===== src/rtl/qnigma_crypt_pkg.sv =====
// Shared X25519 key types and the RFC 7748 byte-string decoders used by the
// key loader and the ladder.
package qnigma_crypt_pkg;

  localparam int KEY_BYTES = 32;

  typedef logic [255:0] key_t;
  typedef logic [KEY_BYTES-1:0][7:0] kbuf_t;
  typedef enum logic {KEY_SCALAR = 1'b0, KEY_U = 1'b1} key_typ_t;

  // k[KEY_BYTES-1] is the first wire byte, i.e. the least significant byte.
  function automatic key_t dec_litte_endian(input kbuf_t k);
    key_t r;
    for (int i = 0; i < KEY_BYTES; i++) begin
      r[8*i +: 8] = k[KEY_BYTES-1-i];
    end
    return r;
  endfunction

  function automatic key_t dec_scalar_25519(input kbuf_t k);
    kbuf_t c;
    c = k;
    c[KEY_BYTES-1] = c[KEY_BYTES-1] & 8'hf8;
    c[0] = (c[0] & 8'h7f) | 8'h40;
    return dec_litte_endian(c);
  endfunction

  function automatic key_t dec_u_25519(input kbuf_t k);
    kbuf_t c;
    c = k;
    c[0] = c[0] & 8'h7f;
    return dec_litte_endian(c);
  endfunction

endpackage


===== src/rtl/qnigma_key_loader.sv =====
// Collects a 32-byte little-endian key field from a byte stream, checks its
// framing and hands the decoded 256-bit integer to the X25519 ladder.
module qnigma_key_loader
  import qnigma_crypt_pkg::key_t,
         qnigma_crypt_pkg::kbuf_t,
         qnigma_crypt_pkg::key_typ_t,
         qnigma_crypt_pkg::KEY_SCALAR,
         qnigma_crypt_pkg::dec_scalar_25519,
         qnigma_crypt_pkg::dec_u_25519;
#(
  parameter int KEY_BYTES    = 32,
  parameter bit DRAIN_ON_ERR = 1'b1
) (
  input  logic         clk,
  input  logic         rst,
  input  logic [7:0]   in_dat,
  input  logic         in_val,
  input  logic         in_lst,
  input  logic         in_typ,
  output logic         in_rdy,
  output logic [255:0] key,
  output logic         key_typ,
  output logic         key_val,
  input  logic         key_rdy,
  output logic         err
);

  if (KEY_BYTES != qnigma_crypt_pkg::KEY_BYTES) begin : g_bad_key_bytes
    $error("qnigma_key_loader: KEY_BYTES must match key_t (32)");
  end

  localparam logic [4:0] CNT_LAST = 5'(KEY_BYTES - 1);

  typedef enum logic [2:0] {
    ST_IDLE, ST_COLLECT, ST_DECODE, ST_HOLD, ST_DRAIN
  } state_t;

  state_t    state_q, state_d;
  logic [4:0] cnt_q, cnt_d;
  kbuf_t     shift_q, shift_d;
  key_typ_t  typ_q, typ_d;
  key_t      key_q, key_d;
  key_typ_t  key_typ_q, key_typ_d;
  logic      key_val_q, key_val_d;
  logic      in_rdy_q, in_rdy_d;
  logic      err_q, err_d;
  logic      accept;

  assign accept = in_val && in_rdy_q;

  always_comb begin
    state_d   = state_q;
    cnt_d     = cnt_q;
    shift_d   = shift_q;
    typ_d     = typ_q;
    key_d     = key_q;
    key_typ_d = key_typ_q;
    err_d     = 1'b0;
    case (state_q)
      ST_IDLE: begin
        if (accept) begin
          shift_d = {shift_q[KEY_BYTES-2:0], in_dat};
          typ_d   = key_typ_t'(in_typ);
          if (in_lst) begin
            err_d = 1'b1;
            cnt_d = '0;
          end else begin
            cnt_d   = 5'd1;
            state_d = ST_COLLECT;
          end
        end
      end
      ST_COLLECT: begin
        if (accept) begin
          shift_d = {shift_q[KEY_BYTES-2:0], in_dat};
          cnt_d   = cnt_q + 5'd1;
          if (cnt_q == CNT_LAST) begin
            cnt_d = '0;
            if (in_lst) begin
              state_d = ST_DECODE;
            end else begin
              err_d   = 1'b1;
              state_d = DRAIN_ON_ERR ? ST_DRAIN : ST_IDLE;
            end
          end else if (in_lst) begin
            err_d   = 1'b1;
            cnt_d   = '0;
            state_d = ST_IDLE;
          end
        end
      end
      ST_DECODE: begin
        key_d     = (typ_q == KEY_SCALAR) ? dec_scalar_25519(shift_q) : dec_u_25519(shift_q);
        key_typ_d = typ_q;
        state_d   = ST_HOLD;
      end
      ST_HOLD: begin
        if (key_val_q && key_rdy) state_d = ST_IDLE;
      end
      ST_DRAIN: begin
        if (accept && in_lst) state_d = ST_IDLE;
      end
      default: state_d = ST_IDLE;
    endcase
    // Handshake outputs are registered, so they follow the state being entered.
    key_val_d = (state_d == ST_HOLD);
    in_rdy_d  = (state_d == ST_IDLE) || (state_d == ST_COLLECT) || (state_d == ST_DRAIN);
  end

  always_ff @(posedge clk) begin
    if (rst) begin
      state_q   <= ST_IDLE;
      cnt_q     <= '0;
      shift_q   <= '0;
      typ_q     <= KEY_SCALAR;
      key_q     <= '0;
      key_typ_q <= KEY_SCALAR;
      key_val_q <= 1'b0;
      in_rdy_q  <= 1'b0;
      err_q     <= 1'b0;
    end else begin
      state_q   <= state_d;
      cnt_q     <= cnt_d;
      shift_q   <= shift_d;
      typ_q     <= typ_d;
      key_q     <= key_d;
      key_typ_q <= key_typ_d;
      key_val_q <= key_val_d;
      in_rdy_q  <= in_rdy_d;
      err_q     <= err_d;
    end
  end

  assign in_rdy  = in_rdy_q;
  assign key     = key_q;
  assign key_typ = key_typ_q;
  assign key_val = key_val_q;
  assign err     = err_q;

endmodule


===== config.mk =====
export PLATFORM = sky130hd
export DESIGN_NAME = qnigma_key_loader
export DESIGN_NICKNAME = d
export VERILOG_FILES = /design/src/rtl/qnigma_crypt_pkg.sv /design/src/rtl/qnigma_key_loader.sv
export SDC_FILE = /design/constraint.sdc
export NUM_CORES = 1
export LEC_CHECK = 0
export ABC_AREA = 1
export BUFFER_PORTS_ARGS = -buffer_cell sky130_fd_sc_hd__clkbuf_2
export CAP_MARGIN = 30
export CORE_MARGIN = 3
export CORE_UTILIZATION = 31
export DETAILED_ROUTE_END_ITERATION = 12
export PLACE_DENSITY = 0.53
export SLEW_MARGIN = 20
export SYNTH_ARGS = -nofsm -noshare
export SYNTH_HDL_FRONTEND = slang
export SYNTH_SLANG_ARGS = --single-unit

===== constraint.sdc =====
create_clock -name clk -period 2.71 [get_ports clk]
set_input_delay 0.813 -clock clk [delete_from_list [all_inputs] [get_ports clk]]
set_output_delay 0.813 -clock clk [all_outputs]
set_load 0.01 [all_outputs]

Yosys cells after proc, flatten, opt, wreduce, memory -nomap -nowiden

Index checks and enable logic that the tools add are counted.

Output and inout bits: 260
Logic and storage cells: 85
Register bits: 525
Input bits: 14

Reductions and logical operators: 12
Add/subtract/negate cells: 1
Equality and inequality tests: 10
Muxes and demuxes: 22

Operators by type and width:

| operator                                            | count |
|---|---|
| two-way mux 255 bit                                 | 1 |
| two-way mux 3 bit                                   | 8 |
| two-way mux 5 bit                                   | 4 |
| one-hot mux 3 bit (5 select lines)                  | 1 |
| one-hot mux 5 bit (2 select lines)                  | 1 |
| equality test 3 x 2 -> 1 bit, second input constant | 3 |
| equality test 3 x 1 -> 1 bit, second input constant | 2 |
| equality test 3 bit, second input constant          | 2 |
| zero test 3 bit                                     | 2 |
| two-way mux 1 bit                                   | 6 |
| adder 5 x 1 -> 5 bit, second input constant         | 1 |
| equality test 5 bit, second input constant          | 1 |
| inequality test 2 bit, second input constant        | 2 |
| AND reduction 2 bit                                 | 2 |
| logical AND 1 bit                                   | 3 |
| AND reduction 3 bit                                 | 1 |
| logical OR 1 bit                                    | 2 |
| one-hot mux 1 bit (2 select lines)                  | 1 |
| nonzero test 2 bit                                  | 1 |
| OR reduction 2 bit                                  | 1 |

Depth between registers and ports, before layout

Depth in word-level cells: 7
Depth in mapped cells: 10
Depth with buffers taken out: 10

Worst setup path before layout

No wires, ideal clock.

Path kind: input to register
From: input port in_val
To: register shift_q[60] in the netlist's numbering
Setup slack: 0.885 ns
Setup time: 0.132 ns
Data required time: 2.578 ns
Stages on the path: 7
Data arrival time: 1.693 ns
Path buffers: 2
Path through: nand2_1 -> nor2_1 -> nand2_1 -> buf_2 -> buf_2 -> nand2_1 -> a21oi_1

Longest elaborated chain between the ends: 2

RTL lines:

| element                              | line                     | RTL |
|---|---|---|
| from (decl)                          | qnigma_key_loader.sv:17  | `input logic in_val,` |
| logical AND 1 bit                    | qnigma_key_loader.sv:49  | `assign accept = in_val && in_rdy_q;` |
| AND reduction 2 bit (no source line) | --                       |  |
| to (signal assigned)                 | qnigma_key_loader.sv:124 | `shift_q <= shift_d;` |
| to (decl)                            | qnigma_key_loader.sv:40  | `kbuf_t shift_q, shift_d;` |

Every way passes these cells.
A chain may end at the register's enable or synchronous reset.

Worst setup path after layout

From: register key_q[13], in the netlist key[13]
To: output port key[13]

RTL lines:

| element                | line                     | RTL |
|---|---|---|
| from (decl)            | qnigma_key_loader.sv:42  | `key_t key_q, key_d;` |
| from (signal assigned) | qnigma_key_loader.sv:126 | `key_q <= key_d;` |
| to (decl)              | qnigma_key_loader.sv:21  | `output logic [255:0] key,` |

No word-level cell between the ends.

==> report_table.html <==
<table>
<tr><th>Metric</th><th>Value</th></tr>
<tr><th colspan="2">Synth</th></tr>
<tr><td>Post-synthesis share of cell area spent on xor and xnor gates</td><td>0%</td></tr>
<tr><td>Yosys Warn Count</td><td>0</td></tr>
<tr><td>Fraction of the mapped netlist area in compound gates</td><td>about 14%</td></tr>
<tr><td>Net count after synthesis</td><td>roughly 2300</td></tr>
<tr><td>Number of unique standard cell types used by synthesis</td><td>19</td></tr>
<tr><td>Mux cell area share after synthesis</td><td>0%</td></tr>
<tr><td>Post-Synthesis Cell Area</td><td>about 18000 µm²</td></tr>
<tr><td>Synthesized area per cell</td><td>between 7 and 8 µm²</td></tr>
<tr><td>Fraction of the mapped netlist area in simple logic gates</td><td>a little under a quarter</td></tr>
<tr><td>Cells after Synth</td><td>about 2300</td></tr>
<tr><td>Adder-cell share of the synthesized area</td><td>less than 1%</td></tr>
<tr><td>Sequential fraction of the synthesis area</td><td>about three fifths</td></tr>
<tr><td>Dominant combinational cell family by area after synthesis</td><td>simple AND/OR/NAND/NOR gates</td></tr>
<tr><td>FF+latch count, synth</td><td>approximately 520</td></tr>
<tr><th colspan="2">Worst setup path</th></tr>
<tr><td>Crit path from</td><td>key[13]</td></tr>
<tr><td>Crit path capture type</td><td>output port</td></tr>
<tr><td>Gate family responsible for the most delay along the worst path</td><td>flip-flops</td></tr>
<tr><td>Worst reg2reg endpoint</td><td>key[235]</td></tr>
<tr><td>Ordered cell list for the critical path</td><td>clkbuf_2</td></tr>
<tr><td>Worst R2R Setup Slack</td><td>between 0.8 and 0.9 ns</td></tr>
<tr><td>Buffering stage count on the worst path with inverters included</td><td>1</td></tr>
<tr><td>Type of origin of the critical path</td><td>flip-flop</td></tr>
<tr><td>Worst endpoint data arrival time</td><td>around 1.2 ns</td></tr>
<tr><td>Required time of the critical path</td><td>roughly 1.9 ns</td></tr>
<tr><td>Source of the worst register-to-register timing path</td><td>state_q[2]</td></tr>
<tr><td>Slowest stage cell on the critical path</td><td>dfxtp_1</td></tr>
<tr><td>Critical path peak fanout</td><td>2</td></tr>
<tr><td>Slowest cell delay on critical path</td><td>0.40 ns</td></tr>
<tr><td>Type of the worst setup path</td><td>reg -&gt; out</td></tr>
<tr><td>Number of cells traversed by the worst register-to-register path</td><td>6</td></tr>
<tr><th colspan="2">STA</th></tr>
<tr><td>Accumulated negative setup slack</td><td>0 ns</td></tr>
<tr><td>Highest clock rate</td><td>~510 MHz</td></tr>
<tr><td>Final Hold Vio Count</td><td>0</td></tr>
<tr><td>Max-slew violation total from the final report</td><td>0</td></tr>
<tr><td>Actual transition at the worst max-transition pin</td><td>roughly 0.67 ns</td></tr>
<tr><td>Slew headroom</td><td>55.6%</td></tr>
<tr><td>Skew final</td><td>approximately 0.011 ns</td></tr>
<tr><td>RSZ-0062 raised after global routing</td><td>false</td></tr>
<tr><td>Post-route clock period utilization</td><td>a little over 70%</td></tr>
<tr><td>Final-report setup violation count</td><td>0</td></tr>
<tr><td>Final critical delay including setup and external delays</td><td>1.96 ns</td></tr>
<tr><td>Final WS setup</td><td>0.752 ns</td></tr>
<tr><th colspan="2">Finish</th></tr>
<tr><td>Top library cells by usage in the layout, fill and taps aside</td><td>nand2_1, dfxtp_1, a21oi_1, clkbuf_2, clkbuf_16</td></tr>
<tr><td>Final instance count without filler cells</td><td>around 3300</td></tr>
<tr><td>Most frequent standard cell in the layout excluding fill and tap cells</td><td>nand2_1</td></tr>
<tr><td>Final Net Count</td><td>approximately 2500</td></tr>
<tr><td>Fraction of layout cells with a size suffix above 1</td><td>16.4%</td></tr>
<tr><td>Antenna diodes</td><td>0</td></tr>
<tr><td>Syn-to-layout area delta</td><td>22.4%</td></tr>
<tr><td>Count of filler cells inserted in the layout</td><td>5929</td></tr>
<tr><th colspan="2">CTS</th></tr>
<tr><td>Cells resized by post-CTS repair</td><td>0</td></tr>
<tr><td>Register clock-pin slew on the reported worst setup and hold paths</td><td>approximately 0.060 ns</td></tr>
<tr><td>CTS Buffer Depth</td><td>3</td></tr>
<tr><td>Setup repair bufs after CTS</td><td>0</td></tr>
<tr><td>Number of H-tree branching levels</td><td>2</td></tr>
<tr><td>CTS tree</td><td>built</td></tr>
<tr><td>Worst skew pair latency</td><td>roughly 0.59 ns</td></tr>
<tr><td>Number of buffers inserted during clock tree synthesis</td><td>55</td></tr>
<tr><td>Number of hold-repair buffers added at the cts stage</td><td>0</td></tr>
<tr><td>TritonCTS Sinks</td><td>approximately 520</td></tr>
<tr><td>Buffer type at the clock tree root</td><td>clkbuf_16</td></tr>
<tr><th colspan="2">Global routing</th></tr>
<tr><td>Antenna violations before repair</td><td>1</td></tr>
<tr><td>Total gr overflow</td><td>0</td></tr>
<tr><td>Total Routing Usage GR</td><td>between 15 and 20%</td></tr>
<tr><td>Via count of the first global-routing pass</td><td>between 10000 and 15000</td></tr>
<tr><td>Pin count of the biggest net entering global routing</td><td>130</td></tr>
<tr><td>Global-route wire length before repair</td><td>about 79000 µm</td></tr>
<tr><th colspan="2">Min path</th></tr>
<tr><td>Number of cells traversed by the worst hold path</td><td>3</td></tr>
<tr><td>Endpoint with the worst hold slack</td><td>shift_q[4]</td></tr>
<tr><td>Worst hold-check path type</td><td>in -&gt; reg</td></tr>
<tr><td>Start point of the worst hold path</td><td>in_dat[4]</td></tr>
<tr><th colspan="2">Floorplan</th></tr>
<tr><td>Effective utilization at floorplan</td><td>about a third</td></tr>
<tr><td>Die height</td><td>247 µm</td></tr>
<tr><td>Horizontal die dimension</td><td>247 µm</td></tr>
<tr><td>Number of I/O pins</td><td>approximately 270</td></tr>
<tr><td>Full die area</td><td>about 61000 µm²</td></tr>
<tr><td>Floorplan core area</td><td>57000 µm²</td></tr>
<tr><td>Std-Cell Rows</td><td>87</td></tr>
<tr><th colspan="2">Routing</th></tr>
<tr><td>Pre-Repair DR Iteration Count</td><td>7</td></tr>
<tr><td>Via count</td><td>roughly 15000</td></tr>
<tr><td>Number of DRC violations after detailed-routing iteration 0</td><td>997</td></tr>
<tr><td>Number of nets still failing antenna checks after routing</td><td>0</td></tr>
<tr><td>Post-detailed-route wirelength per cell</td><td>roughly 15 µm</td></tr>
<tr><td>Post-DR vias/cell</td><td>4.65</td></tr>
<tr><td>DR DRC count</td><td>0</td></tr>
<tr><td>Post-Route WL</td><td>49600 µm</td></tr>
<tr><th colspan="2">Power</th></tr>
<tr><td>Worst-case vdd ir drop</td><td>~0.00044 V</td></tr>
<tr><td>Fraction of power consumed by sequential logic</td><td>between 40% and 50%</td></tr>
<tr><td>Internal power</td><td>between 10000 and 15000 µW</td></tr>
<tr><td>Clock share of power</td><td>a little under half</td></tr>
<tr><td>Pwr dens</td><td>approximately 710 nW/µm²</td></tr>
<tr><td>Relative contribution of combinational cells to total power</td><td>approximately 2.5%</td></tr>
<tr><td>Total power</td><td>between 15000 and 20000 µW</td></tr>
<tr><td>Leakage Power</td><td>between 0.007 and 0.008 µW</td></tr>
<tr><td>Power dissipated by switching net loads</td><td>approximately 3400 µW</td></tr>
<tr><td>Fraction of power spent switching nets</td><td>a little over a fifth</td></tr>
<tr><th colspan="2">Run status</th></tr>
<tr><td>Run status</td><td>completed</td></tr>
<tr><th colspan="2">Placed design</th></tr>
<tr><td>Placed wire-length estimate after detailed placement</td><td>approximately 33000 µm</td></tr>
<tr><td>Worst setup timing slack at the placement stage</td><td>~0.42 ns</td></tr>
<tr><td>Global placer's final weighted congestion</td><td>0.774</td></tr>
<tr><td>IO Port Bufs</td><td>272</td></tr>
<tr><td>Cell count after placement</td><td>around 3200</td></tr>
<tr><th colspan="2">Flow run</th></tr>
<tr><td>Max Cap Violations</td><td>0</td></tr>
</table>
==> cell families after synthesis <==
family          after synthesis
fa+ha+maj                     2
flops                       524
compound gates              521
other cells                   1
simple gates               1076
buf+inv                     185
==> final cells by class <==
type | instances | area, µm² | area share (%)
Tap cell | 756 | 946 | 4.28
Inverter | 14 | 60.1 | 0.272
Timing Repair Buffer | 326 | 2050 | 9.29
Sequential cell | 524 | 10500 | 47.5
Clock buffer | 86 | 1690 | 7.63
Clock inverter | 16 | 131 | 0.595
Multi-Input combinational cell | 1600 | 6720 | 30.4
==> state kept, by name, indices dropped and copies added (netlist names) <==
| signal | cells |
|---|---|
| cnt_q | 5 |
| err | 1 |
| in_rdy | 1 |
| key | 255 |
| key_typ | 1 |
| key_val | 1 |
| shift_q | 256 |
| state_q | 3 |
| typ_q | 1 |
==> cells in the mapped netlist <==
master | count | area (µm²)
a21oi_1 | 518 | 2590
nand2_1 | 1044 | 3920
clkbuf_1 | 79 | 297
ha_1 | 2 | 25.0
buf_6 | 7 | 78.8
nand4_1 | 2 | 12.5
buf_1 | 6 | 22.5
buf_4 | 4 | 30.0
inv_1 | 11 | 41.3
inv_2 | 3 | 11.3
conb_1 | 1 | 3.75
dfxtp_1 | 524 | 10500
nand3_1 | 10 | 50.1
or2_2 | 1 | 6.26
nor3_1 | 2 | 10.0
nor2_1 | 16 | 60.1
o21ai_0 | 3 | 15.0
nand3_2 | 1 | 10.0
buf_2 | 75 | 375
==> through the flow <==
step	cell area [µm²]	util (%)	hold WS (ns)
after floorplan	18000	-	0.430
after global placement	20300	35.5	0.447
after detailed placement	20300	35.5	0.453
after CTS	22100	38.7	0.410
after global routing	22100	38.7	0.432
final	22100	38.7	0.462
==> routing by layer <==
metal	part of all wire [%]	wire length (µm)	up-vias	GRT usage (%)
met5	0.026	13	-	0
met4	2.4	1180	2	5.05
met3	5.3	2610	77	3.26
met2	46	22900	295	25.7
met1	46	22900	7259	20.9
li1	-	-	7817	-
==> how the worst max path moves through the flow <==
stage          cells after the start  slack (ns)      endpoint
3_3_place_gp                       6        0.42  shift_q[125]
2_1_floorplan                      7        0.89   shift_q[60]
4_1_cts                            1        0.69        key[8]
5_1_grt                            6        0.63      key[242]
3_5_place_dp                       8        0.42  shift_q[184]
6_report                           1        0.75       key[13]
==> power groups by stage <==
stage | registers, µW | clock network, µW | logic [µW]
6_report | 7730 | 7470 | 394
3_5_place_dp | 7900 | 0 | 395
2_1_floorplan | 7890 | 0 | 258
4_1_cts | 7720 | 7690 | 395
3_3_place_gp | 7900 | 0 | 392
5_1_grt | 7720 | 8010 | 430
(Power assumes the default switching activity.)
